File: config.mk
export PLATFORM = sky130hd
export DESIGN_NAME = bpu_flat
export DESIGN_NICKNAME = d
export VERILOG_FILES = /design/src/rtl/bpu_if.sv /design/src/rtl/bpu.sv /design/src/flat_wrapper.sv
export SDC_FILE = /design/constraint.sdc
export NUM_CORES = 1
export LEC_CHECK = 0
export ABC_AREA = 1
export CORE_UTILIZATION = 30
export CTS_CLUSTER_DIAMETER = 30
export DETAILED_ROUTE_END_ITERATION = 10
export PLACE_DENSITY = 0.46
export SYNTH_ARGS = -nofsm -noshare
export SYNTH_HDL_FRONTEND = slang
export SYNTH_SLANG_ARGS = --single-unit
File: constraint.sdc
create_clock -name clk_i -period 8.2 [get_ports clk_i]
set_input_delay 2.05 -clock clk_i [delete_from_list [all_inputs] [get_ports clk_i]]
set_output_delay 2.05 -clock clk_i [all_outputs]
set_load 0.02 [all_outputs]
File: src/rtl/bpu_if.sv
`default_nettype none
// ============================================================================
// Module   : bpu_if
// Brief    : Fetch-side lookup and execute-side resolution bundle of the BPU.
// Revision : 1.0 - initial release
// ============================================================================
interface bpu_if;
    logic [31:0] pc_i;
    logic [31:0] next_pc_o;
    logic        next_taken_o;
    logic        upd_valid_i;
    logic [31:0] upd_pc_i;
    logic        upd_taken_i;
    logic [31:0] upd_target_i;
    logic        upd_mispredict_i;
    logic        bp_flush_i;
    logic [31:0] mispredict_cnt_o;

    modport master (
        output pc_i, upd_valid_i, upd_pc_i, upd_taken_i, upd_target_i,
               upd_mispredict_i, bp_flush_i,
        input  next_pc_o, next_taken_o, mispredict_cnt_o
    );

    modport slave (
        input  pc_i, upd_valid_i, upd_pc_i, upd_taken_i, upd_target_i,
               upd_mispredict_i, bp_flush_i,
        output next_pc_o, next_taken_o, mispredict_cnt_o
    );
endinterface
`default_nettype wire

File: src/rtl/bpu.sv
`default_nettype none
// ============================================================================
// Module   : bpu
// Brief    : Direct-mapped BTB with 2-bit direction counters and a
//            saturating mispredict counter; lookup is zero-latency.
// Revision : 1.0 - initial release
// ============================================================================
module bpu #(
    parameter int ENTRIES = 16,
    parameter int IDX_W   = 4
) (
    input  wire logic clk_i,
    input  wire logic n_rst_i,
    bpu_if.slave      bp
);
    localparam int c_TAG_W = 32 - IDX_W - 2;

    logic [ENTRIES-1:0] r_valid;
    logic [c_TAG_W-1:0] r_tag    [ENTRIES];
    logic [31:0]        r_target [ENTRIES];
    logic [1:0]         r_ctr    [ENTRIES];
    logic [31:0]        r_mispredict_cnt;

    logic [IDX_W-1:0]   w_lk_idx;
    logic [c_TAG_W-1:0] w_lk_tag;
    logic               w_lk_hit;
    logic               w_lk_taken;
    logic [31:0]        w_seq_pc;

    logic [IDX_W-1:0]   w_up_idx;
    logic [c_TAG_W-1:0] w_up_tag;
    logic               w_up_write;
    logic               w_up_hit;
    logic               w_up_alloc;
    logic               w_unused;

    // Lookup path: pure function of pc_i and the current table contents.
    assign w_lk_idx   = bp.pc_i[IDX_W+1:2];
    assign w_lk_tag   = bp.pc_i[31:IDX_W+2];
    assign w_lk_hit   = r_valid[w_lk_idx] && (r_tag[w_lk_idx] == w_lk_tag);
    assign w_lk_taken = w_lk_hit && r_ctr[w_lk_idx][1];
    assign w_seq_pc   = {bp.pc_i[31:2], 2'b00} + 32'd4;

    assign bp.next_taken_o     = w_lk_taken;
    assign bp.next_pc_o        = w_lk_taken ? r_target[w_lk_idx] : w_seq_pc;
    assign bp.mispredict_cnt_o = r_mispredict_cnt;

    // A flush suppresses any table write in the same cycle.
    assign w_up_idx   = bp.upd_pc_i[IDX_W+1:2];
    assign w_up_tag   = bp.upd_pc_i[31:IDX_W+2];
    assign w_up_write = bp.upd_valid_i && !bp.bp_flush_i;
    assign w_up_hit   = r_valid[w_up_idx] && (r_tag[w_up_idx] == w_up_tag);
    assign w_up_alloc = w_up_write && !w_up_hit && bp.upd_taken_i;

    assign w_unused = ^{bp.pc_i[1:0], bp.upd_pc_i[1:0]};

    always_ff @(posedge clk_i or negedge n_rst_i) begin
        if (!n_rst_i) begin
            r_valid <= '0;
        end else if (bp.bp_flush_i) begin
            r_valid <= '0;
        end else if (w_up_alloc) begin
            r_valid[w_up_idx] <= 1'b1;
        end
    end

    always_ff @(posedge clk_i or negedge n_rst_i) begin
        if (!n_rst_i) begin
            for (int i = 0; i < ENTRIES; i++) begin
                r_ctr[i] <= 2'b01;
            end
        end else if (w_up_write) begin
            if (w_up_hit) begin
                if (bp.upd_taken_i) begin
                    if (r_ctr[w_up_idx] != 2'b11) begin
                        r_ctr[w_up_idx] <= r_ctr[w_up_idx] + 2'd1;
                    end
                end else if (r_ctr[w_up_idx] != 2'b00) begin
                    r_ctr[w_up_idx] <= r_ctr[w_up_idx] - 2'd1;
                end
            end else if (bp.upd_taken_i) begin
                r_ctr[w_up_idx] <= 2'b10;
            end
        end
    end

    // Tag and target need no reset: they are only observed behind a valid bit.
    always_ff @(posedge clk_i) begin
        if (w_up_write && bp.upd_taken_i) begin
            r_target[w_up_idx] <= bp.upd_target_i;
            if (!w_up_hit) begin
                r_tag[w_up_idx] <= w_up_tag;
            end
        end
    end

    always_ff @(posedge clk_i or negedge n_rst_i) begin
        if (!n_rst_i) begin
            r_mispredict_cnt <= '0;
        end else if (bp.upd_valid_i && bp.upd_mispredict_i &&
                     (r_mispredict_cnt != 32'hFFFF_FFFF)) begin
            r_mispredict_cnt <= r_mispredict_cnt + 32'd1;
        end
    end
endmodule
`default_nettype wire

File: src/flat_wrapper.sv
// flat-port wrapper written by rule: the top's interface ports become plain ports
module bpu_flat 
#(
    parameter int ENTRIES = 16,
    parameter int IDX_W   = 4
)
  (clk_i, n_rst_i, bp_pc_i, bp_upd_valid_i, bp_upd_pc_i, bp_upd_taken_i, bp_upd_target_i, bp_upd_mispredict_i, bp_bp_flush_i, bp_next_pc_o, bp_next_taken_o, bp_mispredict_cnt_o);
  bpu_if bp_i ();
  input  wire logic clk_i;
  input  wire logic n_rst_i;
  input wire logic [$bits(bp_i.pc_i)-1:0] bp_pc_i;
  input wire logic [$bits(bp_i.upd_valid_i)-1:0] bp_upd_valid_i;
  input wire logic [$bits(bp_i.upd_pc_i)-1:0] bp_upd_pc_i;
  input wire logic [$bits(bp_i.upd_taken_i)-1:0] bp_upd_taken_i;
  input wire logic [$bits(bp_i.upd_target_i)-1:0] bp_upd_target_i;
  input wire logic [$bits(bp_i.upd_mispredict_i)-1:0] bp_upd_mispredict_i;
  input wire logic [$bits(bp_i.bp_flush_i)-1:0] bp_bp_flush_i;
  output wire logic [$bits(bp_i.next_pc_o)-1:0] bp_next_pc_o;
  output wire logic [$bits(bp_i.next_taken_o)-1:0] bp_next_taken_o;
  output wire logic [$bits(bp_i.mispredict_cnt_o)-1:0] bp_mispredict_cnt_o;
  assign bp_i.pc_i = bp_pc_i;
  assign bp_i.upd_valid_i = bp_upd_valid_i;
  assign bp_i.upd_pc_i = bp_upd_pc_i;
  assign bp_i.upd_taken_i = bp_upd_taken_i;
  assign bp_i.upd_target_i = bp_upd_target_i;
  assign bp_i.upd_mispredict_i = bp_upd_mispredict_i;
  assign bp_i.bp_flush_i = bp_bp_flush_i;
  assign bp_next_pc_o = bp_i.next_pc_o;
  assign bp_next_taken_o = bp_i.next_taken_o;
  assign bp_mispredict_cnt_o = bp_i.mispredict_cnt_o;
  bpu #(.ENTRIES(ENTRIES), .IDX_W(IDX_W)) u_core (.clk_i(clk_i), .n_rst_i(n_rst_i), .bp(bp_i));
endmodule
-- After elaboration in Yosys (flattened, before gate mapping)
Memories as Yosys holds them, arrays and structs flattened.
Index checks and enable logic that the tools add are counted.
- $lt $le $gt $ge: 6
- bitwise logic cells: 6
- divide/modulo/power cells: 0
- $mul: 0
- equality and inequality tests: 5
- multiplexer cells: 29
- add/sub/neg operators: 4
- reduce and logical (&&, ||, !) cells: 18
- shifts and indexed selects: 0
- operators by type and width (cell ; number):
    $mux W32 ; 6
    $bwmux W32 ; 2
    $eq A26 B26 Y1 ; 2
    $add A32 B1 Y32 const B ; 1
    $add A32 B3 Y32 const B ; 1
    $mux W16 ; 2
    $ne A32 B32 Y1 const B ; 1
    $or A16 B16 Y16 ; 2
    $and A16 B16 Y16 ; 1
    $bmux W2 S4 ; 2
    $not A16 Y16 ; 1
    $logic_and A1 B1 Y1 ; 11
    $ge A5 B5 Y1 const B ; 2
    $lt A4 B5 Y1 const B ; 2
    $mux W2 ; 5
    $not A4 Y5 ; 2
    $bmux W1 S4 ; 2
    $demux W2 S4 ; 1
    $mux W1 ; 8
    $reduce_bool A2 Y1 ; 4
    $lt A5 B1 Y1 const B ; 1
    $demux W1 S4 ; 1
    $ge A4 B1 Y1 const B ; 1
    $reduce_and A4 Y1 ; 1
    other kinds (5) ; 6
- register bits: 80
- RAM bits: 928
- memory bits (read-only): 0
- latch bits: 0
- memories: 2
- memory list (memory ; words ; width ; rd ports ; clocked after memory_dff ; wr ports ; RTL line ; source):
    u_core.r_target ; 16 ; 32 ; 1 ; 0 ; 1 ; bpu.sv:20 ; logic [31:0] r_target [ENTRIES];
    u_core.r_tag ; 16 ; 26 ; 2 ; 0 ; 1 ; bpu.sv:19 ; logic [c_TAG_W-1:0] r_tag [ENTRIES];

-- Logic depth before layout (Yosys ltp)
- word-level depth: 9
- depth in mapped cells: 25

-- Worst setup path after synthesis
No wires, ideal clock.
- path kind: input-to-reg
- from: input bp_upd_pc_i[2]
- to: memory u_core.r_tag[8][0] in the netlist's numbering (enable)
- cell stages on the path: 8
- path slack: 1740 ps
- required time: 7819 ps
- buffers on the path: 3
- setup time: 381 ps
- arrival: 6080 ps
- path through: buf_4 > buf_6 > nor2_1 > buf_2 > inv_1 > nor3_1 > nand2_1 > inv_1
- longest elaborated chain between the ends: 6
- elaborated cells between the ends (all ways): 8
- ends and longest elaborated chain (element ; RTL line ; source):
    start, declared ; flat_wrapper.sv:13 ; input wire logic [$bits(bp_i.upd_pc_i)-1:0] bp_upd_pc_i;
    $mem_v2 Z16 W26 / $bmux W1 S4 (equally long branches) ; -- ;
    $eq A26 B26 Y1 / $mux W1 (equally long branches) ; bpu.sv:52 ; assign w_up_hit = r_valid[w_up_idx] && (r_tag[w_up_idx] == w_up_tag);
    $logic_and A1 B1 Y1 ; bpu.sv:52 ;
    $mux W1 ; bpu.sv:91 ; if (!w_up_hit) begin
    $mux W1 ; bpu.sv:89 ; if (w_up_write && bp.upd_taken_i) begin
    $mux W1 (not written as such) ; bpu.sv:92 ; r_tag[w_up_idx] <= w_up_tag;
    end, declared ; bpu.sv:19 ;
Several ways; a longest one is shown, not always the timed one. The select of a mux whose other input is x is not followed.

-- Worst setup path in the final report
- from: input bp_pc_i[5]
- to: output bp_next_pc_o[6]
- longest elaborated chain between the ends: 6
- elaborated cells between the ends (all ways): 13
- ends and longest elaborated chain (element ; RTL line ; source):
    start, declared ; flat_wrapper.sv:11 ; input wire logic [$bits(bp_i.pc_i)-1:0] bp_pc_i;
    branches (longest 5 deep; another with $mem_v2 Z16 W26) ; -- ;
    $mux W32 (*) ; bpu.sv:45 ; assign bp.next_pc_o = w_lk_taken ? r_target[w_lk_idx] : w_seq_pc;
    end, declared ; flat_wrapper.sv:18 ; output wire logic [$bits(bp_i.next_pc_o)-1:0] bp_next_pc_o;
Mark *: on every way between the ends. The select of a mux whose other input is x is not followed.

==> reports/metrics.csv <==
stage,metric,value,unit
hold_path,hp-start,u_core.r_ctr[6]$_DFFE_PN1P_,
synthesis,synth_ff_type,edfxtp_1,
synthesis,synth.net_count,4973,
global_routing,grt.overflow.total,0,
placed_design,dp_slack,172,ps
finish,nets,5238,
pwr,irDropWorstVdd,0.000227,V
routing,post_drt_wl_per_cell,22.9,um
synthesis,synth_seq_area_share,0.630,
floorplan,core_area,157000,um^2
synthesis,syn_inst,4867,
run_status,status,"finished, final reports clean",
worst_setup_path,required,6150,ps
placed_design,dp_cells,6908,
cts,cts_resized,0,
global_routing,grt_max_degree,199,
worst_setup_path,r2r_cells,15,
placed_design,port-buffer-count,162,
cts,cts_tree,yes,
timing,worstMarginPinSlew,1150,ps
worst_setup_path,cp_slowest_stage_delay,730,ps
routing,drc,0,
finish,drive_above_1_share,0.113,
floorplan,die-area,160000,um^2
pwr,p_leak,22.9,nW
synthesis,async_reset_ff_frac,0.0794,
cts,holdBufCountCts,0,
placed_design,dp_hpwl,97500,um
routing,wl_met1,73500,um
worst_setup_path,reg2reg_slack,4910,ps
pwr,finalPower,17.0,mW
global_routing,grt_pass1_wl,243000,um
synthesis,synth_seq_cells,1008,
hold_path,worstHoldPathCells,2,
synthesis,synth-edff-count,928,
global_routing,antenna_found_initial,16,
timing,max_slew_margin,0.236,
cts,cts_max_path_buffers,4,
finish,filler_cell_count,15268,
timing,hold_viol_final,0,
cts,cts_root_buffer,clkbuf_16,
timing,drv_slew,0,
cts,postCtsSetupBuffers,0,
routing,first_iter_violations,3618,
routing,ant_nets,0,
hold_path,hp-class,register to register,
worst_setup_path,worstSetupPathType,primary input to output pin,
synthesis,synth_warnings,0,
routing,routed-wl-met3,13300,um
synthesis,synth_area,47500,um^2
timing,rsz0062_at_grt,no,
routing,drt-total-wl,169000,um
worst_setup_path,crit_chain,"clkdlybuf4s50_1, clkinv_2, nor2_4, buf_12, buf_4, nand2_1, nand2_1, inv_1, nand3_1, nand2_1, nor2_1, nand4_1, nor2_1, nand2_1, nor2_4, buf_4, nand2_1, o21ai_0, clkdlybuf4s50_1",
timing,setup_violations,0,
worst_setup_path,cpMaxStageDelayCell,clkdlybuf4s50_1,
worst_setup_path,worstPathArrival,6020,ps
timing,fin_crit_sh,0.984,
floorplan,io_pins,167,
floorplan,rows,145,
routing,via_per_inst,5.05,
floorplan,floorplan.initialDensity,0.303,
routing,routed.top_layer,met5,
timing,setup_tns,0,ps
hold_path,hold_path_end,u_core.r_ctr[6]$_DFFE_PN1P_,
flow_run,max_cap_violations,0,
worst_setup_path,crit_path_max_fanout,14,
synthesis,synth.avg_cell_area,9.75,um^2
timing,fin_ws,132,ps
routing,drt_first_pass_iters,5,
cts,clock_sinks,1008,
worst_setup_path,regToRegStartpoint,u_core.r_tag[13][9]$_DFFE_PP_,
cts,cts.clk_slew.worst_paths,40,ps
cts,insertion_delay,890,ps
worst_setup_path,cp-end-kind,output pin,
finish,stdcell_count,7389,
worst_setup_path,worst_setup_path_start_kind,primary input,
routing,wl_met2,77400,um
worst_setup_path,path_common_cell,nand2_1,
routing,num_vias,37337,
cts,cts_made_buffers,280,
cts,htree_levels,5,
placed_design,finalWeightedCongestion,0.853,
global_routing,grt_pass1_vias,36041,
pwr,power_density,281,nW/um^2
worst_setup_path,r2r-end,u_core.r_tag[10][23]$_DFFE_PP_,
floorplan,die_h,400,um
floorplan,die_w,400,um
timing,fin_crit,8070,ps
timing,worst_clock_skew,85.5,ps
finish,areaGrowthSynthToFinish,27.3,%
global_routing,grt_usage,0.209,
synthesis,synth.distinct_cells,54,
timing,max_freq,124,MHz
[cell type report]
cell class / instances / area (um^2) / area share
sequential: 1008 / 29900 / 0.495
multi-input combinational: 3264 / 15200 / 0.252
clock buffer: 352 / 7530 / 0.125
timing repair buffer: 276 / 2860 / 0.0473
tap: 2058 / 2570 / 0.0426
clock inverter: 126 / 1220 / 0.0201
inverter: 302 / 1160 / 0.0192
antenna: 3 / 7.51 / 0.000124
[synth_stat cells (3+ instances only)]
cell type	n	area [um^2]
a21oi_1	172	861
o21ai_0	613	3070
xnor2_1	12	105
nand3b_1	5	37.5
edfxtp_1	928	27900
inv_2	5	18.8
dfstp_2	16	420
o211ai_1	36	270
buf_4	11	82.6
o311ai_0	5	43.8
nor2_2	3	18.8
nor4_1	11	68.8
nand4_1	57	357
nand3_1	209	1050
buf_1	23	86.3
and2_1	3	18.8
xor2_1	54	473
o21ai_1	16	80.1
nor2_1	502	1880
nor2_4	4	45.0
nand3_2	12	120
o21bai_1	6	45.0
buf_6	11	124
inv_1	292	1100
a32o_1	3	30.0
a21o_1	3	22.5
clkbuf_1	138	518
nor3_1	40	200
dfrtp_1	64	1600
a22oi_1	15	113
ha_1	4	50.1
buf_2	108	541
o22ai_1	79	494
clkinv_1	3	11.3
o221ai_1	50	438
nand2_1	1332	5000
[report_power, final]
part | switching (mW) | total, mW | internal, mW | leakage [nW]
Sequential | 0.0486 | 5.76 | 5.71 | 9.36
Combinational | 0.821 | 1.16 | 0.342 | 9.36
Clock | 3.02 | 10.1 | 7.03 | 4.23
[cell usage in the layout (no fill, tap or decap), drive strengths merged, types with 11 or more instances in the layout]
| cell | Yosys | final |
|---|---|---|
| nand2 | 1336 | 1336 |
| edfxtp | 928 | 928 |
| o21ai | 629 | 629 |
| nor2 | 510 | 510 |
| clkbuf | 139 | 352 |
| inv | 298 | 303 |
| nand3 | 222 | 222 |
| a21oi | 172 | 172 |
| clkdlybuf4s50 | 0 | 155 |
| buf | 154 | 121 |
| clkinv | 4 | 83 |
| o22ai | 79 | 79 |
| dfrtp | 64 | 64 |
| nand4 | 58 | 58 |
| xor2 | 54 | 54 |
| o221ai | 50 | 50 |
| nor3 | 41 | 41 |
| o211ai | 36 | 36 |
| clkinvlp | 0 | 21 |
| bufinv | 0 | 21 |
| dfstp | 16 | 16 |
| a22oi | 15 | 15 |
| xnor2 | 12 | 12 |
| nor4 | 11 | 11 |
[kinds of logic after synthesis]
logic type / Yosys count / synth area share
compound gates: 1003 / 0.116
fa+ha+maj: 4 / 0.00105
xor+xnor: 66 / 0.0122
simple gates: 2191 / 0.188
flops: 1008 / 0.630
buf+inv: 595 / 0.0529
[through the flow]
stage / util / hold WS, ps / instance area (um^2)
2_1_floorplan: - / 442 / 47500
3_3_place_gp: 0.330 / 458 / 51700
3_5_place_dp: 0.330 / 462 / 51700
4_1_cts: 0.386 / 466 / 60400
5_1_grt: 0.386 / 478 / 60400
6_report: 0.386 / 466 / 60400
[per-layer routing]
metal  track usage  vias to the layer above
met5             0                        -
met4        0.0671                       18
met3        0.0530                      333
met2         0.331                     1383
met1         0.277                    18153
li1              -                    17450
[flip-flops by register name, indices dropped and copies added (netlist names)]
register                    cells
u_core.bp.mispredict_cnt_o     32
u_core.r_ctr                   32
u_core.r_target               512
u_core.r_tag                  416
u_core.r_valid                 16
[worst max-delay path: cells and delay by family]
family	cells	cell delay, ps
simple gates	11	1320
compound gates	1	220
buf+inv	7	2400
[worst max path at each step]
| stage | startpoint | endpoint | slack, ps | depth (start not counted) |
|---|---|---|---|---|
| final | bp_pc_i[5] | bp_next_pc_o[6] | 130 | 19 |
| after global placement | bp_pc_i[5] | bp_next_pc_o[30] | 210 | 14 |
| after detailed placement | bp_pc_i[5] | bp_next_pc_o[30] | 170 | 14 |
| after global routing | bp_pc_i[5] | bp_next_pc_o[28] | 4 | 20 |
| after CTS | bp_pc_i[5] | bp_next_pc_o[30] | 160 | 14 |
| after floorplan | bp_upd_pc_i[2] | u_core.r_tag[8][0]$_DFFE_PP_ | 1740 | 8 |
(Power assumes the default switching activity.)
